===== src/rtl/mult_unit.sv =====
// Iterative radix-2 shift-add multiplier with architectural HI/LO result registers.
// Signed operands are multiplied as magnitudes and the product sign is applied once at the end.
module mult_unit #(
   parameter int WIDTH = 32
) (
   input  logic             clk,
   input  logic             reset,
   input  logic             start_mult,
   input  logic             mult_sign,
   input  logic [WIDTH-1:0] srca,
   input  logic [WIDTH-1:0] srcb,
   output logic             busy,
   output logic             done,
   output logic [WIDTH-1:0] hi,
   output logic [WIDTH-1:0] lo
);

   localparam int CW = $clog2(WIDTH + 1);
   localparam logic [CW-1:0] CNT_LOAD = CW'(WIDTH);
   localparam logic [CW-1:0] CNT_ONE  = CW'(1);

   // Handshake: start_mult is a single-cycle request honoured only while busy is low;
   // done pulses for one cycle with hi/lo already holding the new product.
   typedef enum logic [1:0] {
      IDLE   = 2'd0,
      RUN    = 2'd1,
      FINISH = 2'd2
   } state_t;

   state_t state, state_next;

   logic [WIDTH-1:0]   mcand;
   logic [2*WIDTH-1:0] acc;
   logic [CW-1:0]      cnt;
   logic               neg;

   logic [WIDTH-1:0]   a_mag, b_mag;
   logic [WIDTH:0]     step_sum;
   logic [2*WIDTH-1:0] acc_step;
   logic [2*WIDTH-1:0] product;

   always_comb begin
      a_mag = (mult_sign && srca[WIDTH-1]) ? (~srca + {{(WIDTH-1){1'b0}}, 1'b1}) : srca;
      b_mag = (mult_sign && srcb[WIDTH-1]) ? (~srcb + {{(WIDTH-1){1'b0}}, 1'b1}) : srcb;
   end

   // Upper half accumulates the partial product; lower half holds the not-yet-consumed multiplier bits.
   always_comb begin
      step_sum = {1'b0, acc[2*WIDTH-1:WIDTH]} + {1'b0, (acc[0] ? mcand : {WIDTH{1'b0}})};
      acc_step = {step_sum, acc[WIDTH-1:1]};
      product  = neg ? (~acc + {{(2*WIDTH-1){1'b0}}, 1'b1}) : acc;
   end

   always_comb begin
      state_next = state;
      case (state)
         IDLE:    if (start_mult) state_next = RUN;
         RUN:     if (cnt == CNT_ONE) state_next = FINISH;
         FINISH:  state_next = IDLE;
         default: state_next = IDLE;
      endcase
   end

   assign busy = (state != IDLE);

   always_ff @(posedge clk or posedge reset) begin
      if (reset) state <= IDLE;
      else       state <= state_next;
   end

   always_ff @(posedge clk or posedge reset) begin
      if (reset) begin
         mcand <= '0;
         acc   <= '0;
         cnt   <= '0;
         neg   <= 1'b0;
         done  <= 1'b0;
         hi    <= '0;
         lo    <= '0;
      end else begin
         done <= (state == FINISH);
         case (state)
            IDLE: begin
               if (start_mult) begin
                  mcand <= a_mag;
                  acc   <= {{WIDTH{1'b0}}, b_mag};
                  cnt   <= CNT_LOAD;
                  neg   <= mult_sign & (srca[WIDTH-1] ^ srcb[WIDTH-1]);
               end
            end
            RUN: begin
               acc <= acc_step;
               cnt <= cnt - CNT_ONE;
            end
            FINISH: begin
               hi <= product[2*WIDTH-1:WIDTH];
               lo <= product[WIDTH-1:0];
            end
            default: ;
         endcase
      end
   end

endmodule


===== config.mk =====
export PLATFORM = sky130hd
export DESIGN_NAME = mult_unit
export DESIGN_NICKNAME = d
export VERILOG_FILES = /design/src/rtl/mult_unit.sv
export SDC_FILE = /design/constraint.sdc
export NUM_CORES = 1
export LEC_CHECK = 0
export BUFFER_PORTS_ARGS = -buffer_cell sky130_fd_sc_hd__buf_4
export CORE_MARGIN = 4
export CORE_UTILIZATION = 60
export DETAILED_ROUTE_END_ITERATION = 10
export GPL_TIMING_DRIVEN = 0
export PLACE_DENSITY_LB_ADDON = 0.05
export SKIP_CTS_REPAIR_TIMING = 1
export SLEW_MARGIN = 20
export SYNTH_ARGS = -nofsm -noshare
export SYNTH_HDL_FRONTEND = slang
export SYNTH_SLANG_ARGS = --single-unit

===== constraint.sdc =====
create_clock -name clk -period 5.9 [get_ports clk]
set_input_delay 0.885 -clock clk [delete_from_list [all_inputs] [get_ports clk]]
set_output_delay 0.885 -clock clk [all_outputs]
set_load 0.05 [all_outputs]

==> summary.md, run 1 <==
| Metric | Value |
|---|---|
| Status | `finished, final reports clean` |
| Most frequent cells in the layout | `190 x nand2_1, 188 x o21ai_0, 170 x dfrtp_1` |
| Async SR Flop Fraction | `1.00` |
| Antenna Nets Post-Route | `0` |
| Crit path max fanout | `10` |
| Largest net degree at the start of global routing | `108` |
| Worst hold path class | `input port to async pin` |
| Fill count | `1434` |
| Total GRT Usage | `0.307` |
| MaxCap Viol Count | `0` |
| Fin crit period | `3.93 ns` |
| Htree depth | `4` |
| CTS root buf | `clkbuf_16` |
| Seq/Total Area, Yosys | `0.383` |
| Adder-cell share of the synthesized area | `0.0435` |
| CTS max path bufs | `2` |
| Fmax | `254 MHz` |
| Post-synthesis simple-gate area fraction | `0.203` |
| Num rows | `49` |
| Vias per std cell | `6.06` |
| CTS tree | `done` |
| Die ar. | `0.0207 mm²` |
| Synth Register Bits | `170` |
| Fraction of layout cells with a size suffix above 1 | `0.132` |
| Synth Area in XOR/XNOR | `0.110` |
| Worst slack at placement | `2.14 ns` |
| Synth Area in Compound Gates | `0.223` |
| # setup viols final | `0` |
| Required @ worst endpoint | `6.21 ns` |
| Footprint of the multi-input gates | `0.00648 mm²` |
| Mapped Cells | `1306` |
| CP delay by family, top | `compound AO/OA/AOI/OAI gates` |
| Mapped Avg Cell Area | `8.50 µm²` |
| TNS Setup | `0 ns` |
| Avg WL per Cell | `19.0 µm` |
| Final WS setup | `1.97 ns` |
| Routed wire length | `32300 µm` |
| Final Hold Vio Count | `0` |
| Worst-Skew Late Latency | `0.44 ns` |
| Drt drc | `0` |
| Clk slew on worst S/H paths | `0.07 ns` |
| Slowest cell on crit path | `o311ai_1` |
| Core Box Area | `0.0181 mm²` |
| Num CTS Buffers | `17` |
| Synth warnings | `0` |
| Die W | `144 µm` |
| Cell Area, Synth | `0.0111 mm²` |
| Initial antenna violation count | `0` |
| Worst Tran Pin Value | `1.09 ns` |
| Clock Skews | `0.0135 ns` |
| # diodes | `0` |
| Leading cell type in the layout, fill and taps excluded | `nand2_1` |
| Sequential Area | `0.00425 mm²` |
| Post-synth top flop | `dfrtp_1` |
| Worst vdd ir | `419 µV` |
| Syn nets | `1412` |
| Crit path buffers/inverters | `2` |
| Starting Density | `0.614` |
| Largest family of logic cells by synthesized area | `compound AO/OA/AOI/OAI gates` |
| Nets | `1565` |
| Crit start category | `register` |
| Slew HR | `0.270` |
| Data arrival, critical path | `4.24 ns` |
| Critical path, cell by cell | `clkbuf_1 -> nand2_1 -> inv_1 -> ha_1 -> a211oi_1 -> o21bai_1 -> o211ai_1 -> o31a_1 -> o311ai_1 -> nand3_1 -> o311ai_0` |
| Flop-to-flop setup slack | `1.97 ns` |
| Synthesis-to-layout area growth | `16.9%` |
| Leak | `5.58 nW` |
| P per Cell Area | `559 mW/mm²` |
| Sink Count | `170` |
| Die Y | `144 µm` |
| First-pass GRT wire length | `50300 µm` |
| DR vias | `10314` |
| Number of synthesized flops with an enable pin | `0` |
| Crit path kind | `register to register` |
| 1st-pass router iterations | `7` |
| Post-DP HPWL | `25300 µm` |
| GRT overflow | `0` |
| Port-buffer cells | `133` |
| Synth cell types | `72` |
| Max-slew violation count | `0` |
| Vias in the first global route | `9684` |
| Tcrit/Tclk final | `0.666` |
| Boundary pin count | `134` |
| Crit-path max cell delay | `0.88 ns` |
| Post-synthesis mux area share | `0.00270` |
| Routability cong. | `0.984` |
| Unrepaired setup endpoints after global routing | `false` |
| CP Capture Type | `register` |
| Iter 0 DRT Violations | `902` |
[where the power goes]
| part | switching [W] | total [W] | internal [W] |
|---|---|---|---|
| Clock | 0.000521 | 0.00108 | 0.000558 |
| Combinational | 0.00249 | 0.00387 | 0.00137 |
| Sequential | 0.000625 | 0.00231 | 0.00168 |
[cells by family (layout without fill, tap and decap cells)]
logic type	after synthesis	after routing
xor+xnor	140	140
fa+ha+maj	38	38
simple gates	453	453
flops	170	170
mux	3	3
compound gates	403	403
buf+inv	99	265
[per-stage QoR]
step,power (W),instances,cell area (µm²),hold slack (ns),util
after floorplan,0.00490,1306,11100,0.442,-
after detailed placement,0.00612,1669,12400,0.465,0.687
after global placement,0.00599,1668,12400,0.454,0.685
final,0.00725,1701,13000,0.463,0.718
after CTS,0.00720,1701,13000,0.479,0.718
after global routing,0.00774,1701,13000,0.496,0.718
[worst register-to-register path: cells and delay by family (launching register included)]
kind	cells	cell delay [ns]
AO/OA/AOI/OAI	6	2.29
adder cells (fa/ha/maj)	1	0.15
buffers and inverters	2	0.49
flip-flops	1	0.55
AND/OR/NAND/NOR	2	0.36
[layer usage]
layer  up-vias  global-route usage  routed length (µm)
li1       4996                   -                   -
met1      4830               0.433               14200
met2       422               0.495               14900
met3        66              0.0450                2330
met4         0              0.0946                 835
met5         -                   0                   0
[cells in the mapped netlist (all sizes together), types with 4 or more instances]
cell | instances | area share
xnor2 | 46 | 0.036
o41ai | 15 | 0.015
or3 | 17 | 0.0096
o311ai | 4 | 0.0032
a31oi | 8 | 0.0045
a21o | 17 | 0.011
inv | 24 | 0.0081
dfrtp | 170 | 0.38
or4 | 8 | 0.0057
or2 | 8 | 0.0045
a22oi | 31 | 0.021
o211ai | 6 | 0.0041
nor4b | 4 | 0.0045
nand4 | 11 | 0.0062
nor3 | 26 | 0.012
or4b | 4 | 0.0039
a21boi | 4 | 0.0027
a211oi | 5 | 0.0034
o31ai | 29 | 0.021
ha | 37 | 0.042
a21oi | 54 | 0.024
buf | 4 | 0.0015
nor4 | 18 | 0.013
nor2b | 8 | 0.0045
o21ai | 201 | 0.091
xor2 | 94 | 0.074
nor2 | 58 | 0.020
a211o | 4 | 0.0032
nand3 | 37 | 0.018
and2 | 39 | 0.022
nand2b | 14 | 0.0079
clkbuf | 71 | 0.024
nand2 | 190 | 0.064
[area by class of cell]
type / instances / share of cell area
buffer: 75 / 0.0218
clock buffer: 18 / 0.0331
clock inverter: 14 / 0.00983
inverter: 24 / 0.00752
multi-input combinational: 1037 / 0.499
sequential: 170 / 0.328
tap: 229 / 0.0221
timing repair buffer: 134 / 0.0790
[state kept, by name (all words and copies together) (netlist names)]
register and cells:
acc 64, hi 32, lo 32, mcand 32
cnt 6, state 2, done 1, neg 1
[worst paths after layout]
| kind | startpoint | to | cells past startpoint |
|---|---|---|---|
| hold / removal | reset | lo[15]$_DFFE_PP0P_ | 2 |
| max in group asynchronous | reset | mcand[5]$_DFFE_PP0P_ | 3 |
| setup reg to reg | acc[0]$_DFFE_PP0P_ | acc[58]$_DFFE_PP0P_ | 11 |
| setup / recovery | acc[0]$_DFFE_PP0P_ | acc[58]$_DFFE_PP0P_ | 11 |
| hold reg to reg | mcand[25]$_DFFE_PP0P_ | mcand[25]$_DFFE_PP0P_ | 2 |
| min in group clk | mcand[25]$_DFFE_PP0P_ | mcand[25]$_DFFE_PP0P_ | 2 |
Note: power is estimated with default switching activity, not from simulation.
==> run 2: changes to the inputs <==
--- a/config.mk
+++ b/config.mk
@@ -7,7 +7,7 @@
 export LEC_CHECK = 0
 export BUFFER_PORTS_ARGS = -buffer_cell sky130_fd_sc_hd__buf_4
 export CORE_MARGIN = 4
-export CORE_UTILIZATION = 60
+export CORE_UTILIZATION = 54
 export DETAILED_ROUTE_END_ITERATION = 10
 export GPL_TIMING_DRIVEN = 0
 export PLACE_DENSITY_LB_ADDON = 0.05
==> constraint.sdc (replaced) <==
create_clock -name clk -period 3.25 [get_ports clk]
set_input_delay 0.4875 -clock clk [delete_from_list [all_inputs] [get_ports clk]]
set_output_delay 0.4875 -clock clk [all_outputs]
set_load 0.05 [all_outputs]
==> run 2 against run 1 <==
Net effect:
- critical path depth stayed put
- hold slack worse by 0.30 ns
- register-to-register slack worse by 1.9 ns
- routed wire length is 3.0% higher
- fmax is 25% higher
- clock skew is 0.0011 ns lower
- total power is 85% higher
- die area is 10% higher
- first-iteration DRC count is 22% lower
- non-clock buffer count is 4 higher
- sequential power is 82% higher
- combinational power is 85% higher
==> summary.md, run 2 (synthesis results as in run 1) <==
| Metric | Value |
|---|---|
| Cell area after layout | `0.0133 mm² (+2.2%)` |
| Final Hold Vio Count | `0 (unchanged)` |
| Worst hold path class | `input port to async pin` |
| Placed insts | `1714 (+2.7%)` |
| Boundary pin count | `134 (unchanged)` |
| Most frequent cells in the layout | `190 x nand2_1, 187 x o21ai_0, 169 x dfrtp_1` |
| CP delay by family, top | `compound AO/OA/AOI/OAI gates` |
| Htree depth | `4 (unchanged)` |
| Clock Skews | `0.0124 ns (-0.00113 ns)` |
| Die W | `151 µm (+5.1%)` |
| Crit-path max cell delay | `0.53 ns (-0.35 ns)` |
| Int Pwr | `0.00672 W (+86%)` |
| Fmax | `317 MHz (+25%)` |
| Flop pwr share | `0.314 (-0.004)` |
| Initial antenna violation count | `0 (unchanged)` |
| Antenna Nets Post-Route | `0 (unchanged)` |
| Port-buffer cells | `133 (unchanged)` |
| Unrepaired setup endpoints after global routing | `false` |
| Post-DP HPWL | `26000 µm (+2.8%)` |
| Vias in the first global route | `9701 (+0.18%)` |
| Num rows | `52 (+6.1%)` |
| Worst vdd ir | `507 µV (+21%)` |
| Critical path, cell by cell | `buf_6 -> nand2_1 -> inv_1 -> ha_1 -> a211oi_1 -> o21bai_2 -> o211ai_1 -> o311ai_1 -> a2111oi_1 -> xor2_1 -> o21ai_0` |
| Power share of the combinational group | `0.535 (+0.002)` |
| Worst-Skew Late Latency | `0.45 ns (about the same)` |
| P per Cell Area | `1010 mW/mm² (+81%)` |
| Synthesis-to-layout area growth | `19.4%` |
| First-pass GRT wire length | `51700 µm (+2.8%)` |
| Total power | `0.0134 W (+85%)` |
| Crit path kind | `register to register` |
| CTS tree | `done` |
| GRT overflow | `0 (unchanged)` |
| Max-slew violation count | `0 (unchanged)` |
| Avg WL per Cell | `19.0 µm (+0.44%)` |
| Leak | `5.71 nW (+2.3%)` |
| Required @ worst endpoint | `3.57 ns (-2.64 ns)` |
| Fin crit period | `3.15 ns (-0.778 ns)` |
| Routability cong. | `0.933 (-5.1%)` |
| CP Capture Type | `register` |
| # setup viols final | `0 (unchanged)` |
| Largest net degree at the start of global routing | `34 (-69%)` |
| DR vias | `10401 (+0.84%)` |
| Clk pwr share | `0.151 (+0.002)` |
| Slowest cell on crit path | `a2111oi_1` |
| Tcrit/Tclk final | `0.970 (+0.304)` |
| Vias per std cell | `5.96 (-1.7%)` |
| Sink Count | `170 (unchanged)` |
| Slew HR | `0.378 (+0.109)` |
| Data arrival, critical path | `3.47 ns (-0.77 ns)` |
| Worst Tran Pin Value | `0.929 ns (-0.162 ns)` |
| Drt drc | `0 (unchanged)` |
| Core Box Area | `0.0202 mm² (+12%)` |
| Iter 0 DRT Violations | `701 (-22%)` |
| MaxCap Viol Count | `0 (unchanged)` |
| Clk slew on worst S/H paths | `0.07 ns (about the same)` |
| Die Y | `151 µm (+5.1%)` |
| Register with the most flip-flops | `acc` |
| Psw | `0.00667 W (+83%)` |
| Crit path max fanout | `8 (-2)` |
| Die ar. | `0.0229 mm² (+10%)` |
| Post-route insts no fill | `1745 (+2.6%)` |
| 1st-pass router iterations | `7 (unchanged)` |
| Crit start category | `register` |
| Total GRT Usage | `0.290 (-0.0178)` |
| Fill count | `1786 (+25%)` |
| Num CTS Buffers | `17 (unchanged)` |
| Nets | `1569 (+0.26%)` |
| Fraction of layout cells with a size suffix above 1 | `0.151 (+0.0187)` |
| # diodes | `0 (unchanged)` |
| Post-DP Area | `0.0126 mm² (+1.1%)` |
| Starting Density | `0.549 (-0.0652)` |
| Crit path buffers/inverters | `2 (unchanged)` |
| CTS max path bufs | `2 (unchanged)` |
| CTS root buf | `clkbuf_16` |
| Leading cell type in the layout, fill and taps excluded | `nand2_1` |
| Sw frac | `0.498 (-0.00374)` |
| Routed wire length | `33200 µm (+3.0%)` |
| Max reg flops | `64 (unchanged)` |
| TNS Setup | `0 ns (unchanged)` |
| Status | `finished, final reports clean` |
-- run 2: area by class of cell --
| cell class | count | area, µm² | area share |
|---|---|---|---|
| Clock buffer | 18 | 429 | 0.0324 |
| Multi-Input combinational cell | 1037 | 6580 | 0.496 |
| Buffer | 68 | 265 | 0.0200 |
| Tap cell | 270 | 338 | 0.0255 |
| Timing Repair Buffer | 145 | 1170 | 0.0879 |
| Sequential cell | 170 | 4260 | 0.321 |
| Inverter | 24 | 93.8 | 0.00708 |
| Clock inverter | 13 | 136 | 0.0103 |
-- run 2: metrics by stage --
| step | worst slack [ns] | hold slack (ns) | util |
|---|---|---|---|
| after floorplan | 0.207 | 0.442 | - |
| after global placement | -0.529 | 0.454 | 0.615 |
| after detailed placement | -0.587 | 0.464 | 0.621 |
| after CTS | -0.623 | 0.190 | 0.649 |
| after global routing | 0.00747 | 0.221 | 0.655 |
| final | 0.0967 | 0.163 | 0.655 |
-- run 2: worst reg2reg max path: cells and delay by family, from the launching register on --
family,cells,cell delay [ns]
adders and majority gates,1,0.29
AOI/OAI and AO/OA,6,1.67
buffers and inverters,2,0.23
and+or+nand+nor,1,0.17
xor gates and xnor gates,1,0.19
DFF,1,0.48
-- run 2: path summary, 6_finish.rpt --
path,cells after the start,start,slack [ns],to
max,11,acc[0]$_DFFE_PP0P_,0.1,acc[50]$_DFFE_PP0P_
min,2,reset,0.16,hi[15]$_DFFE_PP0P_
max reg2reg,11,acc[0]$_DFFE_PP0P_,0.1,acc[50]$_DFFE_PP0P_
min reg2reg,2,mcand[28]$_DFFE_PP0P_,0.48,mcand[28]$_DFFE_PP0P_
max in group asynchronous,4,reset,2.22,acc[0]$_DFFE_PP0P_
min in group clk,3,srca[29],0.34,mcand[29]$_DFFE_PP0P_
-- run 2: per-layer routing --
layer,track usage,vias up,share of wire
met1,0.418,4972,0.45
li1,-,5020,-
met5,0,-,0
met3,0.0539,42,0.068
met2,0.452,367,0.46
met4,0.0712,0,0.016
-- run 2: power by group through the flow --
| stage | Combinational (W) | Clock [W] | Sequential (W) |
|---|---|---|---|
| global placement | 0.00682 | 0 | 0.00416 |
| finish | 0.00717 | 0.00202 | 0.00421 |
| CTS | 0.00697 | 0.00202 | 0.00416 |
| global route | 0.00790 | 0.00212 | 0.00432 |
| detailed placement | 0.00694 | 0 | 0.00419 |
| floorplan | 0.00418 | 0 | 0.00473 |
